--- config.mk ---
export PLATFORM = sky130hd
export DESIGN_NAME = systolic_pe8
export DESIGN_NICKNAME = d
export VERILOG_FILES = /design/src/rtl/pe_pkg.sv /design/src/rtl/add8.sv /design/src/rtl/mul8_lo.sv /design/src/rtl/systolic_pe8.sv
export SDC_FILE = /design/constraint.sdc
export NUM_CORES = 1
export LEC_CHECK = 0
export ABC_AREA = 1
export CAP_MARGIN = 20
export CORE_MARGIN = 4
export CORE_UTILIZATION = 45
export DETAILED_ROUTE_END_ITERATION = 16
export PLACE_DENSITY = 0.7
export SLEW_MARGIN = 10
export SYNTH_ARGS = -nofsm -noshare
export SYNTH_HDL_FRONTEND = slang
export SYNTH_SLANG_ARGS = --single-unit
--- constraint.sdc ---
create_clock -name clk -period 6.3 [get_ports clk]
set_input_delay 1.26 -clock clk [delete_from_list [all_inputs] [get_ports clk]]
set_output_delay 1.26 -clock clk [all_outputs]
set_load 0.01 [all_outputs]
--- src/rtl/pe_pkg.sv ---
// Shared widths and data type for the systolic PE datapath.
// All arithmetic is unsigned, modulo 2**DATA_W.
package pe_pkg;
  localparam int DATA_W = 8;
  localparam int CNT_W  = $clog2(256);
  typedef logic [DATA_W-1:0] pe_data_t;
endpackage

--- src/rtl/add8.sv ---
// 8-bit ripple-carry adder; carry-out is dropped so the sum wraps.
module add8
  import pe_pkg::*;
(
  input  pe_data_t a,
  input  pe_data_t b,
  output pe_data_t sum
);
  logic c;

  always_comb begin
    sum = '0;
    c   = 1'b0;
    for (int i = 0; i < DATA_W; i++) begin
      sum[i] = a[i] ^ b[i] ^ c;
      c      = (a[i] & b[i]) | (c & (a[i] ^ b[i]));
    end
  end
endmodule

--- src/rtl/mul8_lo.sv ---
// Low 8 bits of a*b from shifted partial products summed
// through a chain of ripple adders.
module mul8_lo
  import pe_pkg::*;
(
  input  pe_data_t a,
  input  pe_data_t b,
  output pe_data_t p
);
  pe_data_t pp [DATA_W];
  pe_data_t s  [DATA_W];

  for (genvar g = 0; g < DATA_W; g++) begin : g_pp
    assign pp[g] = b[g] ? pe_data_t'(a << g) : '0;
  end

  assign s[0] = pp[0];

  for (genvar g = 1; g < DATA_W; g++) begin : g_sum
    add8 u_add (
      .a   (s[g-1]),
      .b   (pp[g]),
      .sum (s[g])
    );
  end

  assign p = s[DATA_W-1];
endmodule

--- src/rtl/systolic_pe8.sv ---
// Systolic PE: forwards operands east/south and accumulates
// K products per dot product through a 2-stage pipeline.
module systolic_pe8
  import pe_pkg::*;
#(
  parameter int K = 4
) (
  input  logic     clk,
  input  logic     rst,
  input  pe_data_t a_in,
  input  pe_data_t b_in,
  input  logic     valid_in,
  input  logic     clear,
  output pe_data_t a_out,
  output pe_data_t b_out,
  output logic     valid_out,
  output pe_data_t result,
  output logic     result_valid
);
  localparam logic [CNT_W-1:0] LAST = CNT_W'(K - 1);

  pe_data_t          prod;
  pe_data_t          acc_sum;
  pe_data_t          p_reg;
  pe_data_t          acc;
  logic              p_valid;
  logic [CNT_W-1:0]  count;

  mul8_lo u_mul (
    .a (a_in),
    .b (b_in),
    .p (prod)
  );

  add8 u_acc (
    .a   (acc),
    .b   (p_reg),
    .sum (acc_sum)
  );

  always_ff @(posedge clk) begin
    if (rst) begin
      a_out        <= '0;
      b_out        <= '0;
      valid_out    <= 1'b0;
      result       <= '0;
      result_valid <= 1'b0;
      p_reg        <= '0;
      p_valid      <= 1'b0;
      acc          <= '0;
      count        <= '0;
    end else begin
      a_out        <= a_in;
      b_out        <= b_in;
      valid_out    <= valid_in;
      result_valid <= 1'b0;
      // clear discards both the new pair and the in-flight product
      if (clear) begin
        p_valid <= 1'b0;
        acc     <= '0;
        count   <= '0;
      end else begin
        p_valid <= valid_in;
        if (valid_in) p_reg <= prod;
        if (p_valid) begin
          if (count == LAST) begin
            result       <= acc_sum;
            result_valid <= 1'b1;
            acc          <= '0;
            count        <= '0;
          end else begin
            acc   <= acc_sum;
            count <= count + 1'b1;
          end
        end
      end
    end
  end
endmodule

## After elaboration in Yosys (flattened, before gate mapping)

Index checks and enable logic that the tools add are counted.

| word-level totals | value |
|---|---|
| bits in registers | 51 |
| input port bits | 20 |
| output and inout port bits | 26 |
| logic and storage cells | 300 |

| cells by class | value |
|---|---|
| $add $sub $neg | 1 |
| equality and inequality tests | 1 |
| mux-type cells | 11 |
| bitwise logic cells | 274 |
| reduce and logical (&&, ||, !) cells | 4 |

Operators by type and width:

| operator | number |
|---|---|
| $xor A1 B1 Y1 | 120 |
| $and A1 B1 Y1 | 104 |
| $mux W8 | 10 |
| $or A1 B1 Y1 | 48 |
| $add A8 B1 Y8 const B | 1 |
| $eq A8 B2 Y1 const B | 1 |
| $reduce_and A3 Y1 | 1 |
| $reduce_or A3 Y1 | 1 |
| $not A1 Y1 | 2 |
| $reduce_and A2 Y1 | 1 |
| $reduce_or A2 Y1 | 1 |
| $mux W1 | 1 |

## Depth between registers and ports, before layout

Gate-level depths: netlist of run 1.

| depth | value |
|---|---|
| depth in word-level cells | 27 |
| mapped depth | 31 |
| gate-level depth less buffers | 30 |

## Cells and area by module

From an unflattened synthesis of run 1, not the netlist that was laid out.

| unflattened totals | value |
|---|---|
| cells, all modules | 488 |
| area, all modules | 3759.9 sq um |

By module, submodules not included:

| module | times used | cells an instance | area each (sq um) | sequential area each (sq um) |
|---|---|---|---|---|
| systolic_pe8 | 1 | 240 | 1951.9 | 1021.0 |
| add8 at u_acc ... | 5 | 22 | 191.4 | 0.0 |
| add8 at u_mul.g_sum[4].u_add ... | 3 | 21 | 188.9 | 0.0 |
| mul8_lo | 1 | 75 | 284.0 | 0.0 |

## Least setup slack after synthesis of run 1

OpenSTA, ideal clock, no wires.

| timing path | value |
|---|---|
| path kind | input-to-reg |
| from | in a_in[0] |
| to | reg p_reg[7] |
| library setup time | 0.113 ns |
| arrival time | 6.676 ns |
| required time | 6.187 ns |
| slack | -0.489 ns |
| stages on the path | 28 |
| buffers on the path | 1 |
| cells stage by stage | buf_2 -> nand2_1 -> inv_1 -> ha_1 -> inv_1 -> fa_1 -> fa_1 -> inv_1 -> fa_1 -> fa_1 -> fa_1 -> fa_1 -> fa_1 -> fa_1 -> inv_1 -> fa_1 -> inv_1 -> ha_1 -> inv_1 -> nand2_1 -> nand2_1 -> nand3_1 -> nand2_1 -> nand2_1 -> nand2_1 -> nand3_1 -> nand3_1 -> nand2_1 |

| on the way | value |
|---|---|
| cells in the longest elaborated chain, start to end | 27 |

Ends and longest elaborated chain:

| what | line | RTL |
|---|---|---|
| start: declaration | systolic_pe8.sv:10 | `input pe_data_t a_in,` |
| $mux W8 | mul8_lo.sv:14 | `assign pp[g] = b[g] ? pe_data_t'(a << g) : '0;` |
| $and A1 B1 Y1 or $xor A1 B1 Y1 (tied branches) (2 in series) | add8.sv:16, add8.sv:15 |  |
| $or A1 B1 Y1 or $xor A1 B1 Y1 (tied branches) | add8.sv:16, add8.sv:15 |  |
| $and A1 B1 Y1 or $xor A1 B1 Y1 (tied branches) | add8.sv:16, add8.sv:15 |  |
| $or A1 B1 Y1 or $xor A1 B1 Y1 (tied branches) | add8.sv:16, add8.sv:15 |  |
| $and A1 B1 Y1 or $xor A1 B1 Y1 (tied branches) | add8.sv:16, add8.sv:15 |  |
| $or A1 B1 Y1 or $xor A1 B1 Y1 (tied branches) | add8.sv:16, add8.sv:15 |  |
| $and A1 B1 Y1 or $xor A1 B1 Y1 (tied branches) | add8.sv:16, add8.sv:15 |  |
| [10 not listed] | n/a |  |
| $xor A1 B1 Y1, or another cell as far along | add8.sv:15 | `sum[i] = a[i] ^ b[i] ^ c;` |
| $xor A1 B1 Y1 or $and A1 B1 Y1 (tied branches) | add8.sv:15, add8.sv:16 |  |
| $xor A1 B1 Y1, or another cell as far along | add8.sv:15 |  |
| $xor A1 B1 Y1 or $and A1 B1 Y1 (tied branches) | add8.sv:15, add8.sv:16 |  |
| $xor A1 B1 Y1, or another cell as far along | add8.sv:15 |  |
| $xor A1 B1 Y1 or $and A1 B1 Y1 (tied branches) | add8.sv:15, add8.sv:16 |  |
| $xor A1 B1 Y1 or $or A1 B1 Y1 (tied branches) | add8.sv:15, add8.sv:16 |  |
| $xor A1 B1 Y1 * | add8.sv:15 |  |
| end signal: assignment | systolic_pe8.sv:64 | `if (valid_in) p_reg <= prod;` |
| end: declaration | systolic_pe8.sv:24 | `pe_data_t p_reg;` |

Mark *: on every way between the ends. The rest lies on a longest branch, timed or not.
A chain may end at the register's enable or synchronous reset.

## Worst setup path in the final report of run 1

| timing path | value |
|---|---|
| from | in a_in[1] |
| to | reg p_reg[7] |

| on the way | value |
|---|---|
| cells in the longest elaborated chain, start to end | 27 |

Ends and longest elaborated chain:

| what | line |
|---|---|
| $mux W8 | mul8_lo.sv:14 |
| $xor A1 B1 Y1 | add8.sv:15, add8.sv:16 |
| $and A1 B1 Y1 or $xor A1 B1 Y1 (tied branches) | add8.sv:16, add8.sv:15 |
| $or A1 B1 Y1 or $xor A1 B1 Y1 (tied branches) | add8.sv:16, add8.sv:15 |
| $and A1 B1 Y1 or $xor A1 B1 Y1 (tied branches) | add8.sv:16, add8.sv:15 |
| $or A1 B1 Y1 or $xor A1 B1 Y1 (tied branches) | add8.sv:16, add8.sv:15 |
| $and A1 B1 Y1 or $xor A1 B1 Y1 (tied branches) | add8.sv:16, add8.sv:15 |
| $or A1 B1 Y1 or $xor A1 B1 Y1 (tied branches) | add8.sv:16, add8.sv:15 |
| [11 not listed] | n/a |
| $xor A1 B1 Y1, or another cell as far along | add8.sv:15 |
| $xor A1 B1 Y1 or $and A1 B1 Y1 (tied branches) | add8.sv:15, add8.sv:16 |
| $xor A1 B1 Y1, or another cell as far along | add8.sv:15 |
| $xor A1 B1 Y1 or $and A1 B1 Y1 (tied branches) | add8.sv:15, add8.sv:16 |
| $xor A1 B1 Y1, or another cell as far along | add8.sv:15 |
| $xor A1 B1 Y1 or $and A1 B1 Y1 (tied branches) | add8.sv:15, add8.sv:16 |
| $xor A1 B1 Y1 or $or A1 B1 Y1 (tied branches) | add8.sv:15, add8.sv:16 |
| $xor A1 B1 Y1 * | add8.sv:15 |

Marked as above.

==> flow_summary.ini, run 1 <==
[run_status]
status = finished, violations left
violations = setup timing

[logic_synthesis]
yosys_warnings = 0
synthTopCellsByArea = dfxtp_1 (36%), fa_1 (15%), nand2_1 (15%)
yosys.area.top_type = dfxtp_1
syn-instance-count = 374
ys_seq_area_frac = 0.363
yosysUniqueCellTypes = 24
netlist.area_leader.share = 0.363
syn_area_per_cell_sq_um = 7.51
synth_seq_cells = 51
syn-num-nets = 423
netlist_area_sq_um = 2810

[critical_path]
slowest_delay_ns = 0.54
cpMostUsedCell = fa_2
timing.critical_path.buf_inv = 7
crit_family = adder cells
endpoint_kind = flip-flop
rrSetupSlack_ns = 3.16
cp_data_arrival_time_ns = 6.51
worstSetupStartpointType = input pin
reg2reg_to = result[7]
r2r_cells = 14
criticalPathCategory = input pin to flip-flop
crit_slowest_cell = fa_2
critPathLaunch = a_in[1]
reg2reg_from = p_reg[0]
critPathRequiredTime_ns = 6.51
cp_max_fo = 3

[clock_network]
numCtsBuffers = 5
htreeDepth = 2
cts_tree = done
cts_hold_buf = 0
cts_root_buffer = clkbuf_8
cts.path.max_buffers = 2
worst_skew_pair.late_latency_ns = 0.30
clkSlewWorstSetupHoldPaths_ns = 0.10
clock_sink_count = 51

[die]
start_util = 0.469
io-pin-count = 46
die-area_sq_um = 7570
row_count = 28
fp.dieW_microns = 87.0
core_area_sq_um = 5990
die_h_microns = 87.0

[routing]
via_per_inst = 4.62
drtPass1Iterations = 4
vias = 2308
drt-total-wl_microns = 5400
post-route-drc-count = 0
wire_per_inst_microns = 10.8
ant_nets = 0
first_iter_violations = 51

[pwr]
powerDensity_nw_per_um2 = 216
power.leakage_nw = 1.67
power.total_uw = 759
peakVddDrop_mv = 0.104

[sta]
setup_viol = 1
finalHoldViolCount = 0
fin_hold_ws_ns = 0.464
min_period_ns = 6.30
finalClockSkew_ns = 0.00810
grt_setup_unrepaired = yes
max_freq_mhz = 159
tightest_slew_ns = 0.484
tns_ns = -0.00467
fin_crit_sh = 1.00
finalMaxSlewViolations = 0
final.setup.worst_slack_ns = -0.00467
max_slew_margin = 0.677

[final_layout]
final_common_cell = nand2_1
syn2layout_area_growth_pct = 24.9
mostFrequentLayoutCells = nand2_1 (106), inv_1 (73), dfxtp_1 (51), clkdlybuf4s50_1 (40), nor2_1 (29)
fillers = 581
finalNetCount = 473
drive_above_1_share = 0.115
antenna_cells = 0

[flow_run]
drv_cap = 0

[min_path]
hold_start = result[0]
hold_path_end = result[0]
whs_path_depth = 2
hp-class = flip-flop to flip-flop

[placement]
routabilityCongestion = 0.842
io_buffers = 45
dp_hpwl_microns = 4290

[grt]
grt_pass1_wl_microns = 9670
antenna_found_initial = 0
overflow = 0
grt_max_degree = 29
grt_pass1_vias = 2195
grt.total_usage = 0.159
==> cells by family after synthesis <==
logic type               Yosys count  share of synthesized area
XOR/XNOR                           6                     0.0187
adder cells (fa/ha/maj)           29                      0.185
flip-flops                        51                      0.363
AND/OR/NAND/NOR                  168                      0.249
buffers and inverters             90                      0.125
AO/OA/AOI/OAI                     30                     0.0588
==> cell usage after synthesis <==
library cell  count
buf_4             1
o21bai_1          1
a21oi_1          21
nand2_1         111
xnor2_1           2
ha_1              8
a22o_1            2
o21ai_1           1
inv_1            77
nand4_1           4
xor2_1            4
nor2_4            2
nand3_1          17
nor3_4            1
fa_1             21
o211a_1           1
buf_1             2
inv_2             2
nor2_2            3
nor2_1           29
dfxtp_1          51
o21ai_0           4
nor3_1            1
buf_2             8
==> how the worst max path moves through the flow <==
stage,end,slack [ns],cells after the start
2_1_floorplan,p_reg[7],-0.17,28
3_3_place_gp,p_reg[7],-0.69,28
3_5_place_dp,p_reg[7],-0.80,28
4_1_cts,p_reg[7],0.006,28
5_1_grt,p_reg[7],-0.23,28
6_report,p_reg[7],-0.005,28
==> tightest hold or removal path: cells and delay by family, from the launching register on <==
kind	cells	cell delay (ns)
AND/OR/NAND/NOR	1	0.06
AO/OA/AOI/OAI	1	0.05
flip-flops	1	0.32
==> stage by stage <==
step,cells,worst slack (ns),cell area (sq um),utilization
floorplan,374,-0.174,2890,-
global placement,492,-0.694,3410,0.569
detailed placement,492,-0.803,3410,0.569
CTS,500,0.00579,3500,0.585
global route,500,-0.228,3510,0.586
finish,500,-0.00467,3510,0.586
==> report_power, final <==
group          internal (mW)  switching [mW]
Clock                 0.0898           0.110
Sequential             0.336         0.00657
Combinational         0.0956           0.122
==> repair_timing <==
action                     CTS  global route
cloned                       0             0
resized for setup           20             2
setup endpoints to repair    2             1
buffers inserted             0             0
pin swaps                   13             4
hold endpoints to repair     0             0
==> per-layer routing <==
| layer | track usage | wire [microns] |
|---|---|---|
| met1 | 0.203 | 2460 |
| met2 | 0.273 | 2610 |
| met3 | 0.0322 | 264 |
| met4 | 0.0425 | 60 |
| met5 | 0 | 0 |
==> area by class of cell <==
class	count	area, sq um	area share
clock buffers	6	82.6	0.0235
clock inverters	2	16.3	0.00463
inverters	79	297	0.0845
multi-input cells	233	1490	0.424
flip-flops and latches	51	1020	0.291
well taps	75	93.8	0.0267
repair buffers	54	510	0.145
No activity file was read; power rests on OpenSTA's default activity.
==> run 2: changes to the inputs <==
--- a/config.mk
+++ b/config.mk
@@ -6,11 +6,10 @@
 export NUM_CORES = 1
 export LEC_CHECK = 0
 export ABC_AREA = 1
-export CAP_MARGIN = 20
 export CORE_MARGIN = 4
 export CORE_UTILIZATION = 45
 export DETAILED_ROUTE_END_ITERATION = 16
-export PLACE_DENSITY = 0.7
+export PLACE_DENSITY = 0.67
 export SLEW_MARGIN = 10
 export SYNTH_ARGS = -nofsm -noshare
 export SYNTH_HDL_FRONTEND = slang
==> constraint.sdc (replaced) <==
create_clock -name clk -period 8 [get_ports clk]
set_input_delay 1.6 -clock clk [delete_from_list [all_inputs] [get_ports clk]]
set_output_delay 1.6 -clock clk [all_outputs]
set_load 0.01 [all_outputs]
==> run 2 against run 1 <==
  * The run now ends clean
  * Routed wire length up 5.2%
  * Global-route usage rose by 0.92 points
  * Critical path depth unchanged
  * Register-to-register slack gained 1.7 ns
  * Non-clock buffer count shrank 4
  * Largest power group unchanged
  * Critical endpoint unchanged
  * Largest cell class unchanged
  * Die area unchanged
  * First-iteration DRC count rose by 51%
==> flow_summary.ini, run 2 (synthesis results as in run 1) <==
[run_status]
status = finished clean

[clock_network]
cts_hold_buf = 0
htreeDepth = 2
worst_skew_pair.late_latency_ns = 0.31
clkSlewWorstSetupHoldPaths_ns = 0.10
numCtsBuffers = 5
clock_sink_count = 51
cts-resized-gates = 0
cts_setup_buffers = 0
cts_root_buffer = clkbuf_8
cts.path.max_buffers = 2
cts_tree = done

[die]
start_util = 0.469
core_area_sq_um = 5990
die_h_microns = 87.0
row_count = 28
die-area_sq_um = 7570
fp.dieW_microns = 87.0
io-pin-count = 46

[routing]
wire_per_inst_microns = 11.4
drtPass1Iterations = 5
first_iter_violations = 77
ant_nets = 0
drt-total-wl_microns = 5680
vias = 2349
via_per_inst = 4.74
post-route-drc-count = 0

[pwr]
powerDensity_nw_per_um2 = 173
power.leakage_nw = 1.65
power.total_uw = 595
peakVddDrop_mv = 0.108

[critical_path]
slowest_delay_ns = 0.63
endpoint_kind = flip-flop
cpMostUsedCell = fa_1
critPathRequiredTime_ns = 8.21
crit_slowest_cell = clkdlybuf4s50_1
cp_max_fo = 9
cp_data_arrival_time_ns = 7.75
criticalPathCategory = input pin to flip-flop
worstSetupStartpointType = input pin

[sta]
finalClockSkew_ns = 0.00597
finalHoldViolCount = 0
max_freq_mhz = 133
fin_hold_ws_ns = 0.464
min_period_ns = 7.54
fin_crit_sh = 0.942
grt_setup_unrepaired = no
tightest_slew_ns = 0.469
final.setup.worst_slack_ns = 0.462
finalMaxSlewViolations = 0
setup_viol = 0
tns_ns = 0
max_slew_margin = 0.687

[final_layout]
final_area_sq_um = 3430
final_common_cell = nand2_1
final_util = 0.573
syn2layout_area_growth_pct = 22.3
drive_above_1_share = 0.0499
final_cells = 496
finalNetCount = 469
antenna_cells = 0
mostFrequentLayoutCells = nand2_1 (111), inv_1 (77), dfxtp_1 (51), clkdlybuf4s50_1 (45), nor2_1 (29)

[placement]
dp.cells = 488
placedInstanceArea_sq_um = 3340
io_buffers = 45
dp_slack_ns = 0.0771
routabilityCongestion = 0.871
dp_hpwl_microns = 4510

[grt]
grt_max_degree = 29
grt.total_usage = 0.168
antenna_found_initial = 0
grt_pass1_vias = 2341
grt_pass1_wl_microns = 10100
overflow = 0

[min_path]
hp-class = flip-flop to flip-flop

[flow_run]
drv_cap = 0
[run 2: cell count changes in the layout (fill, tap and decap cells not counted), sizes merged]
cell / previous run / this run
dlygate4sd2: 1 / 0
clkdlybuf4s50: 40 / 45
clkdlybuf4s15: 1 / 0
buf: 12 / 5
[run 2: layer usage]
| layer | part of all wire | global-route usage | vias up |
|---|---|---|---|
| li1 | - | - | 1198 |
| met2 | 0.50 | 0.295 | 49 |
| met3 | 0.043 | 0.0360 | 14 |
| met1 | 0.43 | 0.194 | 1088 |
| met4 | 0.034 | 0.0751 | 0 |
| met5 | 0 | 0 | - |
[run 2: final cells by class]
class	count	area (sq um)
sequential	51	1020
clock inverter	2	16.3
fill	556	2560
inverter	79	297
tap	75	93.8
timing repair buffer	50	488
multi-input combinational	233	1440
clock buffer	6	82.6
[run 2: worst paths after layout]
check	startpoint	end	slack, ns	cells after the start
hold reg to reg	result[0]	result[0]	0.46	2
setup / recovery	b_in[0]	p_reg[7]	0.46	28
hold / removal	result[0]	result[0]	0.46	2
setup reg to reg	p_reg[0]	result[7]	4.87	14
[run 2: where the power goes]
group / switching (mW) / internal (mW)
Sequential: 0.00489 / 0.264
Combinational: 0.0940 / 0.0717
Clock: 0.0892 / 0.0708
[run 2: worst max-delay path: cells and delay by family]
kind	cells	cell delay [ns]
AND/OR/NAND/NOR	10	0.71
buffers and inverters	7	0.96
adder cells (fa/ha/maj)	11	4.49
